**config.mk**
```make
export PLATFORM = sky130hd
export DESIGN_NAME = store_buffer_ctrl
export DESIGN_NICKNAME = d
export VERILOG_FILES = /design/src/rtl/store_buffer_ctrl_pkg.sv /design/src/rtl/store_buffer_ctrl_lane_align.sv /design/src/rtl/store_buffer_ctrl.sv
export SDC_FILE = /design/constraint.sdc
export NUM_CORES = 1
export LEC_CHECK = 0
export BUFFER_PORTS_ARGS = -buffer_cell sky130_fd_sc_hd__buf_2
export CAP_MARGIN = 25
export CORE_UTILIZATION = 45
export DETAILED_ROUTE_END_ITERATION = 10
export SLEW_MARGIN = 25
export SYNTH_ARGS = -nofsm -noshare
export SYNTH_HDL_FRONTEND = slang
export SYNTH_SLANG_ARGS = --single-unit
```
**constraint.sdc**
```tcl
create_clock -name i_clk -period 11.64 [get_ports i_clk]
set_input_delay 2.328 -clock i_clk [delete_from_list [all_inputs] [get_ports i_clk]]
set_output_delay 2.328 -clock i_clk [all_outputs]
set_load 0.02 [all_outputs]
```
**src/rtl/store_buffer_ctrl_pkg.sv**
```systemverilog
// Shared types and constants for the posted store buffer.
package stb_pkg;

   // Store width encodings carried on funct3
   localparam logic [2:0] ST_SB = 3'b000;
   localparam logic [2:0] ST_SH = 3'b001;
   localparam logic [2:0] ST_SW = 3'b010;

   // One buffered store: word address, lane-aligned data, byte enables
   typedef struct packed {
      logic [31:2] addr;
      logic [31:0] wdata;
      logic [3:0]  bmask;
   } stb_entry_t;

endpackage

```
**src/rtl/store_buffer_ctrl_lane_align.sv**
```systemverilog
// Store lane alignment: moves rs2 data into its byte lanes, builds the
// byte-enable mask and flags illegal or misaligned requests.
module store_lane_align
   import stb_pkg::*;
(
   input  logic [1:0]  i_addr_lo,
   input  logic [31:0] i_data,
   input  logic [2:0]  i_funct3,
   output logic        o_legal,
   output logic [31:0] o_wdata,
   output logic [3:0]  o_bmask
);

   // Decode width, place data in lanes, check natural alignment
   always_comb begin
      o_legal = 1'b0;
      o_wdata = i_data;
      o_bmask = 4'b0000;
      case (i_funct3)
         ST_SB: begin
            o_legal = 1'b1;
            o_wdata = {24'h0, i_data[7:0]} << {i_addr_lo, 3'b000};
            o_bmask = 4'b0001 << i_addr_lo;
         end
         ST_SH: begin
            o_legal = ~i_addr_lo[0];
            o_wdata = i_addr_lo[1] ? {i_data[15:0], 16'h0} : {16'h0, i_data[15:0]};
            o_bmask = i_addr_lo[1] ? 4'b1100 : 4'b0011;
         end
         ST_SW: begin
            o_legal = (i_addr_lo == 2'b00);
            o_wdata = i_data;
            o_bmask = 4'b1111;
         end
         default: begin
            o_legal = 1'b0;
         end
      endcase
   end

endmodule

```
**src/rtl/store_buffer_ctrl.sv**
```systemverilog
// Posted store buffer between MEM and the data-memory write port.
// In-order FIFO drain with valid/ready, plus a load hazard compare.
// Optional macro STB_FWD_EN adds store-to-load byte forwarding; the
// hazard then fires only for load bytes no pending store covers.
module store_buffer_ctrl
   import stb_pkg::*;
#(
   parameter int DEPTH = 4
) (
   input  logic        i_clk,
   input  logic        i_rst_n,
   input  logic        i_st_vld,
   input  logic [31:0] i_st_addr,
   input  logic [31:0] i_st_data,
   input  logic [2:0]  i_st_funct3,
   output logic        o_st_rdy,
   input  logic        i_ld_vld,
   input  logic [31:0] i_ld_addr,
   output logic        o_ld_hazard,
`ifdef STB_FWD_EN
   input  logic [3:0]  i_ld_bmask,
   output logic [31:0] o_fwd_data,
   output logic [3:0]  o_fwd_bmask,
`endif
   output logic        o_mem_vld,
   output logic [31:0] o_mem_addr,
   output logic [31:0] o_mem_wdata,
   output logic [3:0]  o_mem_bmask,
   input  logic        i_mem_rdy,
   output logic        o_full,
   output logic        o_empty,
   output logic        o_err_misalign
);

   localparam int PTR_W = $clog2(DEPTH);
   localparam logic [PTR_W:0] FULL_CNT = (PTR_W+1)'(DEPTH);

   stb_entry_t       mem_q [DEPTH];
   logic [DEPTH-1:0] vld_q, vld_d;
   logic [PTR_W-1:0] wr_ptr_q, wr_ptr_d;
   logic [PTR_W-1:0] rd_ptr_q, rd_ptr_d;
   logic [PTR_W:0]   cnt_q, cnt_d;
   logic             err_q, err_d;

   logic             al_legal;
   logic [31:0]      al_wdata;
   logic [3:0]       al_bmask;
   logic             push_hs, push, pop;
   logic             any_match;
   logic [PTR_W-1:0] idx;
   logic             unused_ld_lo;
`ifdef STB_FWD_EN
   logic [31:0]      fwd_data;
   logic [3:0]       fwd_bmask;
`endif

   store_lane_align u_align (
      .i_addr_lo (i_st_addr[1:0]),
      .i_data    (i_st_data),
      .i_funct3  (i_st_funct3),
      .o_legal   (al_legal),
      .o_wdata   (al_wdata),
      .o_bmask   (al_bmask)
   );

   // Full blocks the handshake outright, even if the head pops this cycle
   assign o_full         = (cnt_q == FULL_CNT);
   assign o_empty        = (cnt_q == '0);
   assign o_st_rdy       = ~o_full;
   assign push_hs        = i_st_vld & o_st_rdy;
   assign push           = push_hs & al_legal;
   assign pop            = ~o_empty & i_mem_rdy;

   assign o_mem_vld      = ~o_empty;
   assign o_mem_addr     = {mem_q[rd_ptr_q].addr, 2'b00};
   assign o_mem_wdata    = mem_q[rd_ptr_q].wdata;
   assign o_mem_bmask    = mem_q[rd_ptr_q].bmask;
   assign o_err_misalign = err_q;
   assign unused_ld_lo   = ^i_ld_addr[1:0];

   // Next-state for pointers, occupancy, entry valid bits and error pulse
   always_comb begin
      wr_ptr_d = wr_ptr_q;
      rd_ptr_d = rd_ptr_q;
      vld_d    = vld_q;
      cnt_d    = cnt_q;
      err_d    = push_hs & ~al_legal;
      if (pop) begin
         vld_d[rd_ptr_q] = 1'b0;
         rd_ptr_d        = rd_ptr_q + PTR_W'(1);
      end
      if (push) begin
         vld_d[wr_ptr_q] = 1'b1;
         wr_ptr_d        = wr_ptr_q + PTR_W'(1);
      end
      case ({push, pop})
         2'b10:   cnt_d = cnt_q + (PTR_W+1)'(1);
         2'b01:   cnt_d = cnt_q - (PTR_W+1)'(1);
         default: cnt_d = cnt_q;
      endcase
   end

   // Control state; reset discards every pending entry at once
   always_ff @(posedge i_clk or negedge i_rst_n) begin
      if (!i_rst_n) begin
         wr_ptr_q <= '0;
         rd_ptr_q <= '0;
         cnt_q    <= '0;
         vld_q    <= '0;
         err_q    <= 1'b0;
      end else begin
         wr_ptr_q <= wr_ptr_d;
         rd_ptr_q <= rd_ptr_d;
         cnt_q    <= cnt_d;
         vld_q    <= vld_d;
         err_q    <= err_d;
      end
   end

   // Entry payload storage; only meaningful where the valid bit is set
   always_ff @(posedge i_clk) begin
      if (push) begin
         mem_q[wr_ptr_q] <= '{addr: i_st_addr[31:2], wdata: al_wdata, bmask: al_bmask};
      end
   end

   // Walk entries oldest to youngest so the youngest match wins each lane
   always_comb begin
      any_match = 1'b0;
      idx       = rd_ptr_q;
`ifdef STB_FWD_EN
      fwd_data  = '0;
      fwd_bmask = '0;
`endif
      for (int k = 0; k < DEPTH; k++) begin
         idx = rd_ptr_q + PTR_W'(k);
         if (vld_q[idx] && (mem_q[idx].addr == i_ld_addr[31:2])) begin
            any_match = 1'b1;
`ifdef STB_FWD_EN
            for (int b = 0; b < 4; b++) begin
               if (mem_q[idx].bmask[b]) begin
                  fwd_data[8*b +: 8] = mem_q[idx].wdata[8*b +: 8];
               end
            end
            fwd_bmask = fwd_bmask | mem_q[idx].bmask;
`endif
         end
      end
   end

`ifdef STB_FWD_EN
   assign o_fwd_data  = fwd_data;
   assign o_fwd_bmask = fwd_bmask;
   assign o_ld_hazard = i_ld_vld & any_match & (|(i_ld_bmask & ~fwd_bmask));
`else
   assign o_ld_hazard = i_ld_vld & any_match;
`endif

endmodule
```
**Yosys cells after proc, flatten, opt, wreduce, memory -nomap -nowiden**

Memory sizes are Yosys's and may differ from the RTL's.
Index checks and enable logic that the tools add are counted.

- $add $sub $neg: 6
- $lt $le $gt $ge: 7
- Eq/ne operators: 9
- Shifts and indexed selects: 2
- Muxes and demuxes: 26
- Bitwise logic cells: 12
- Reductions and logical operators: 10

Operators by type and width:

| cell | number |
|---|---|
| $eq A30 B30 Y1 | 4 |
| $pmux W32 S2 | 1 |
| $mux W32 | 1 |
| $shl A8 B5 Y32 | 1 |
| $lt A2 B3 Y1 const B | 5 |
| $mux W1 | 12 |
| $mux W4 | 3 |
| $pmux W4 S3 | 1 |
| $bmux W1 S2 | 4 |
| $logic_and A1 B1 Y1 | 6 |
| $logic_not A3 Y1 | 2 |
| $pmux W3 S2 | 1 |
| $and A1 B1 Y1 | 5 |
| $add A2 B1 Y2 const B | 2 |
| $add A2 B2 Y2 const B | 2 |
| $and A4 B4 Y4 | 1 |
| $demux W1 S2 | 2 |
| $ge A2 B1 Y1 const B | 2 |
| $not A1 Y1 | 4 |
| $not A4 Y4 | 1 |
| $or A4 B4 Y4 | 1 |
| $shl A1 B2 Y4 const A | 1 |
| $add A3 B1 Y3 const B | 1 |
| $eq A3 B1 Y1 const B | 1 |
| 8 further kinds | 8 |

- Flip-flop bits (word level): 12
- RAM bits: 264
- Bits of input ports: 104
- Logic and storage cells: 78
- Memories kept: 1

Memory list:

| memory | depth | bits a word | read ports | clocked after memory_dff | wr ports | RTL line | text |
|---|---|---|---|---|---|---|---|
| mem_q | 4 | 66 | 4 | 0 | 1 | store_buffer_ctrl.sv:38 | `stb_entry_t mem_q [DEPTH];` |

**Logic depth before layout (Yosys ltp)**

- Word-level depth: 9
- Gate-level depth with buffers: 18
- Depth with buffers taken out: 11

**By module**

A second synthesis with hierarchy kept.

- Cell total of the unflattened synthesis: 998
- Area total of the unflattened synthesis: 15138.3 sq um

By module, submodules not included:

| module | times used | cells each | area each (sq um) | sequential area each (sq um) |
|---|---|---|---|---|
| store_buffer_ctrl | 1 | 909 | 14562.7 | 8227.9 |
| store_lane_align | 1 | 89 | 575.6 | 0.0 |

**Worst setup path after synthesis**

Ideal clock, no wire load.

- Path type: input to output
- Start point: in i_ld_addr[3]
- End point: out o_ld_hazard
- Arrival time: 4.316 ns
- Data required time: 9.312 ns
- Setup slack: 4.996 ns
- Stages on the path: 8
- Cell sequence: clkbuf_1 -> inv_1 -> a211oi_2 -> o21ai_1 -> a2111o_1 -> or4_1 -> nor4_2 -> o41a_1

- Word-level cells in the longest chain between the ends: 7
- Elaborated cells on any way between the ends: 13

RTL lines:

| item | RTL line | text |
|---|---|---|
| start, declared | store_buffer_ctrl.sv:18 | `input logic [31:0] i_ld_addr,` |
| $eq A30 B30 Y1 | store_buffer_ctrl.sv:137 | `if (vld_q[idx] && (mem_q[idx].addr == i_ld_addr[31:2])) begin` |
| $logic_and A1 B1 Y1 | store_buffer_ctrl.sv:137 |  |
| $mux W1 (3 in a row) | store_buffer_ctrl.sv:137 |  |
| $mux W1 * | store_buffer_ctrl.sv:137 |  |
| $and A1 B1 Y1 * | store_buffer_ctrl.sv:156 | `assign o_ld_hazard = i_ld_vld & any_match;` |
| end, declared | store_buffer_ctrl.sv:19 | `output logic o_ld_hazard,` |

Mark *: on every way between the ends. The rest lies on a longest branch, timed or not.

**Worst setup path in the final report**

- Start point: reg rd_ptr_q[1]
- End point: out o_ld_hazard

- Word-level cells in the longest chain between the ends: 8
- Elaborated cells on any way between the ends: 25

RTL lines:

| item | RTL line | text |
|---|---|---|
| start, declared | store_buffer_ctrl.sv:41 | `logic [PTR_W-1:0] rd_ptr_q, rd_ptr_d;` |
| start signal, assigned | store_buffer_ctrl.sv:113 | `rd_ptr_q <= rd_ptr_d;` |
| $add A2 B1 Y2, or another cell as far along | store_buffer_ctrl.sv:136 | `idx = rd_ptr_q + PTR_W'(k);` |
| $mem_v2 Z4 W66, or another cell as far along | -- |  |
| $eq A30 B30 Y1, or another cell as far along | store_buffer_ctrl.sv:137 |  |
| $logic_and A1 B1 Y1 / $mux W1 (equally long branches) | store_buffer_ctrl.sv:137 |  |
| $mux W1 (2 in a row) | store_buffer_ctrl.sv:137 |  |
| $mux W1 * | store_buffer_ctrl.sv:137 |  |
| $and A1 B1 Y1 * | store_buffer_ctrl.sv:156 |  |

Mark *: on every way between the ends. The rest lies on a longest branch, timed or not. The select of a mux whose other input is x is not followed.

==> qor.txt <==
status -> finished, final reports clean
Hold WC Path Type -> reg2reg
WHS Path Cells -> 1
synthesized area per cell -> 14.90 um2
PortBufs -> 173
Worst Setup End Kind -> primary output
Max Fanout on Critical Path -> 59
Adder-Cell Fraction of Synth Area -> 0.8694%
Worst-path clk slew -> 0.06 ns
die area -> 0.03464 mm2
FILL cells -> 2890
Worst setup SP type -> flip-flop
placed cell area -> 0.01636 mm2
worst reg2reg path endpoint -> mem_q[0][36]$_DFFE_PP_
largest family of logic cells by synthesized area -> multiplexers
clock power share -> 21.2%
Post-synth EDFFs -> 264
Synth Instances -> 1024
clock period minus final worst setup slack -> 7.786 ns
share of cells above drive strength 1 -> 29.75%
hold slack final -> 0.4869 ns
CTS sink cnt -> 276
hold buffer count at CTS -> 0
DRC -> 0
Post-Synth Simple-Gate Area -> 4.970%
die width -> 186.1 um
final RePlAce weighted congestion -> 0.9824
maximum VDD drop -> 0.0001399 V
Avg WL per Cell -> 25.82 um
area fraction in compound gates after synthesis -> 7.529%
post-synthesis xor/xnor area fraction -> 5.052%
fin area -> 0.01730 mm2
Routed WL -> 42340 um
Final Skew -> 0.02254 ns
crit path DAT -> 5.46 ns
Distinct cells, synth -> 67
Pint -> 2.589 mW
worst-margin pin slew -> 0.9119 ns
Setup WS pre-CTS -> 4.560 ns
Max Slew Vio Count -> 0
PwrDens -> 247.5 mW/mm2
sequential power share -> 29.3%
Final Power -> 4.283 mW
Max Cap Viol -> 0
Crit Path Category -> reg2out
mux share of post-synthesis cell area -> 23.86%
Sw Pwr -> 1.694 mW
hold_sp -> cnt_q[2]$_DFFE_PN0P_
FF/Latch Area -> 0.008235 mm2
1st-pass router iterations -> 5
Fin. Hold Viols -> 0
area grow syn2layout -> 13.41%
Gate power share -> 49.6%
final worst slack -> 3.854 ns
post-synthesis sequential area ratio -> 53.93%
starting density of the core -> 45.61%
Main synth FF type -> edfxtp_1
DP HPWL -> 30270 um
WHS Endpoint -> cnt_q[2]$_DFFE_PN0P_
total number of vias -> 9839
GR Overflow Total -> 0
leakage -> 6.173 nW
vias in the first global route -> 9648
RSZ-0062 raised after global routing -> false
count of final setup violators -> 0
TNS Setup -> 0 ns
Async SR Flop Fraction -> 4.348%
num rows -> 67
H-tree depth -> 1
Finished Layout Cells -> 1640
post-route ant nets -> 0
global-route wire length before repair -> 61790 um
cts repair resizes -> 0
Num CTS Buffers -> 30
clk_lat worst skew -> 0.60 ns
largest net degree at the start of global routing -> 60
1st-iter DRT viols -> 852
switching share of power -> 39.56%
final core occ -> 51.73%
CTS tree -> done
Via density -> 5.999
Worst R2R Start -> cnt_q[0]$_DFFE_PN0P_
Ports -> 178
cell area after synthesis -> 0.01526 mm2
Layout Nets -> 1280
chip height -> 186.1 um
part of the cycle the worst path needs -> 66.89%
initial antenna violation count -> 5
placed insts -> 1582
CTS Root Cell -> clkbuf_16
Worst EP required -> 9.31 ns
Rel. slew slack -> 39.20%
CTS max path bufs -> 3
Ys Warns -> 0
FF+latch count, synth -> 276
area of the multi-input gates -> 0.006480 mm2
CORE AREA -> 0.03345 mm2
Max Clk Rate -> 128.4 MHz
# Post-CTS Setup Buffers -> 0
Reg2Reg Depth -> 6
setup slack, reg-to-reg -> 8.66 ns
gr usage total -> 24.61%
worst max-delay path, cell delays in order, from the launching register on:
cell      delay, ns
dfrtp_4        0.81
buf_4          0.62
buf_4          0.84
mux2i_1        0.31
mux2i_1        0.35
o32ai_1        0.15
nor4_1         0.62
o221ai_1       0.39
nor4_1         0.29
o41a_1         0.26
buf_2          0.19
cells in the final DEF (no fill, tap or decap), types with 12 or more instances in the layout:
cell type    n
nand2_1     48
a21oi_1     28
nor2_1      29
mux2i_1    109
clkbuf_16   30
buf_4       12
mux4_2     105
inv_1       34
o21ai_0     33
edfxtp_1   264
xnor2_1     50
buf_2      173
xor2_1      38
o22ai_1     18
area by class of cell:
type | instances | share of cell area, %
Inverter | 34 | 0.7376
Timing Repair Buffer | 185 | 5.525
Sequential cell | 276 | 47.60
Clock inverter | 15 | 0.7232
Antenna cell | 2 | 0.02893
Multi-Input combinational cell | 639 | 37.45
Clock buffer | 41 | 4.693
Tap cell | 448 | 3.240
registers in the layout, summed over array words and instances, names as in the netlist:
name,cells
mem_q,264
rd_ptr_q,2
cnt_q,3
vld_q,4
o_err_misalign,1
wr_ptr_q,2
synthesized netlist by cell type, drive strengths merged (4+ instances only):
cell	instances	area share [%]
buf	47	2.2
a221oi	8	0.46
nand4	11	0.45
ha	9	0.74
and2	14	0.57
a22oi	4	0.20
a222oi	10	0.66
o21a	4	0.20
nor2	29	0.71
a21o	4	0.20
a211oi	4	0.23
o221ai	5	0.29
nor3	5	0.16
o21ai	34	1.1
a21oi	28	0.92
nand3	8	0.26
edfxtp	264	52
xor2	38	2.2
dfrtp	12	2.0
nor4	12	0.53
a2111oi	6	0.39
nand2	48	1.2
nor3b	9	0.44
o22ai	18	0.74
a22o	10	0.57
mux2i	109	7.2
xnor2	50	2.9
mux2	9	0.69
mux4	108	16
inv	34	0.84
clkbuf	29	0.71
a221o	4	0.26
power groups by stage:
stage	combinational [mW]	sequential [mW]	clock, mW
after floorplan	1.67	1.21	0
after global placement	2.12	1.27	0
after detailed placement	2.12	1.28	0
after CTS	2.13	1.26	0.921
after global routing	2.26	1.27	0.954
final	2.12	1.25	0.906
how the worst max path moves through the flow:
stage                                       start           to  slack (ns)  cells after the start
after detailed placement  rd_ptr_q[1]$_DFFE_PN0P_  o_ld_hazard        4.56                     10
final                     rd_ptr_q[1]$_DFFE_PN0P_  o_ld_hazard        3.85                     10
after CTS                 rd_ptr_q[1]$_DFFE_PN0P_  o_ld_hazard        3.88                     10
after floorplan                      i_ld_addr[3]  o_ld_hazard        5.00                      8
after global placement    rd_ptr_q[1]$_DFFE_PN0P_  o_ld_hazard        4.49                     10
after global routing      rd_ptr_q[1]$_DFFE_PN0P_  o_ld_hazard        3.68                     10
per-layer routing:
layer | vias to the layer above | share of wire (%) | GRT usage, % | routed length, um
li1 | 4390 | - | - | -
met1 | 5013 | 41 | 32.59 | 17530
met2 | 352 | 49 | 41.03 | 20680
met3 | 78 | 6.7 | 4.989 | 2854
met4 | 6 | 2.9 | 7.115 | 1236
met5 | - | 0.10 | 0 | 44
kinds of logic (layout without fill, tap and decap cells):
group | count (synthesis) | after routing
and+or+nand+nor | 151 | 151
muxes | 226 | 226
adders and majority gates | 10 | 10
other | 1 | 4
DFF | 276 | 276
buffers and inverters | 110 | 275
xor gates and xnor gates | 88 | 88
AOI/OAI and AO/OA | 162 | 162
(Power assumes the default switching activity.)
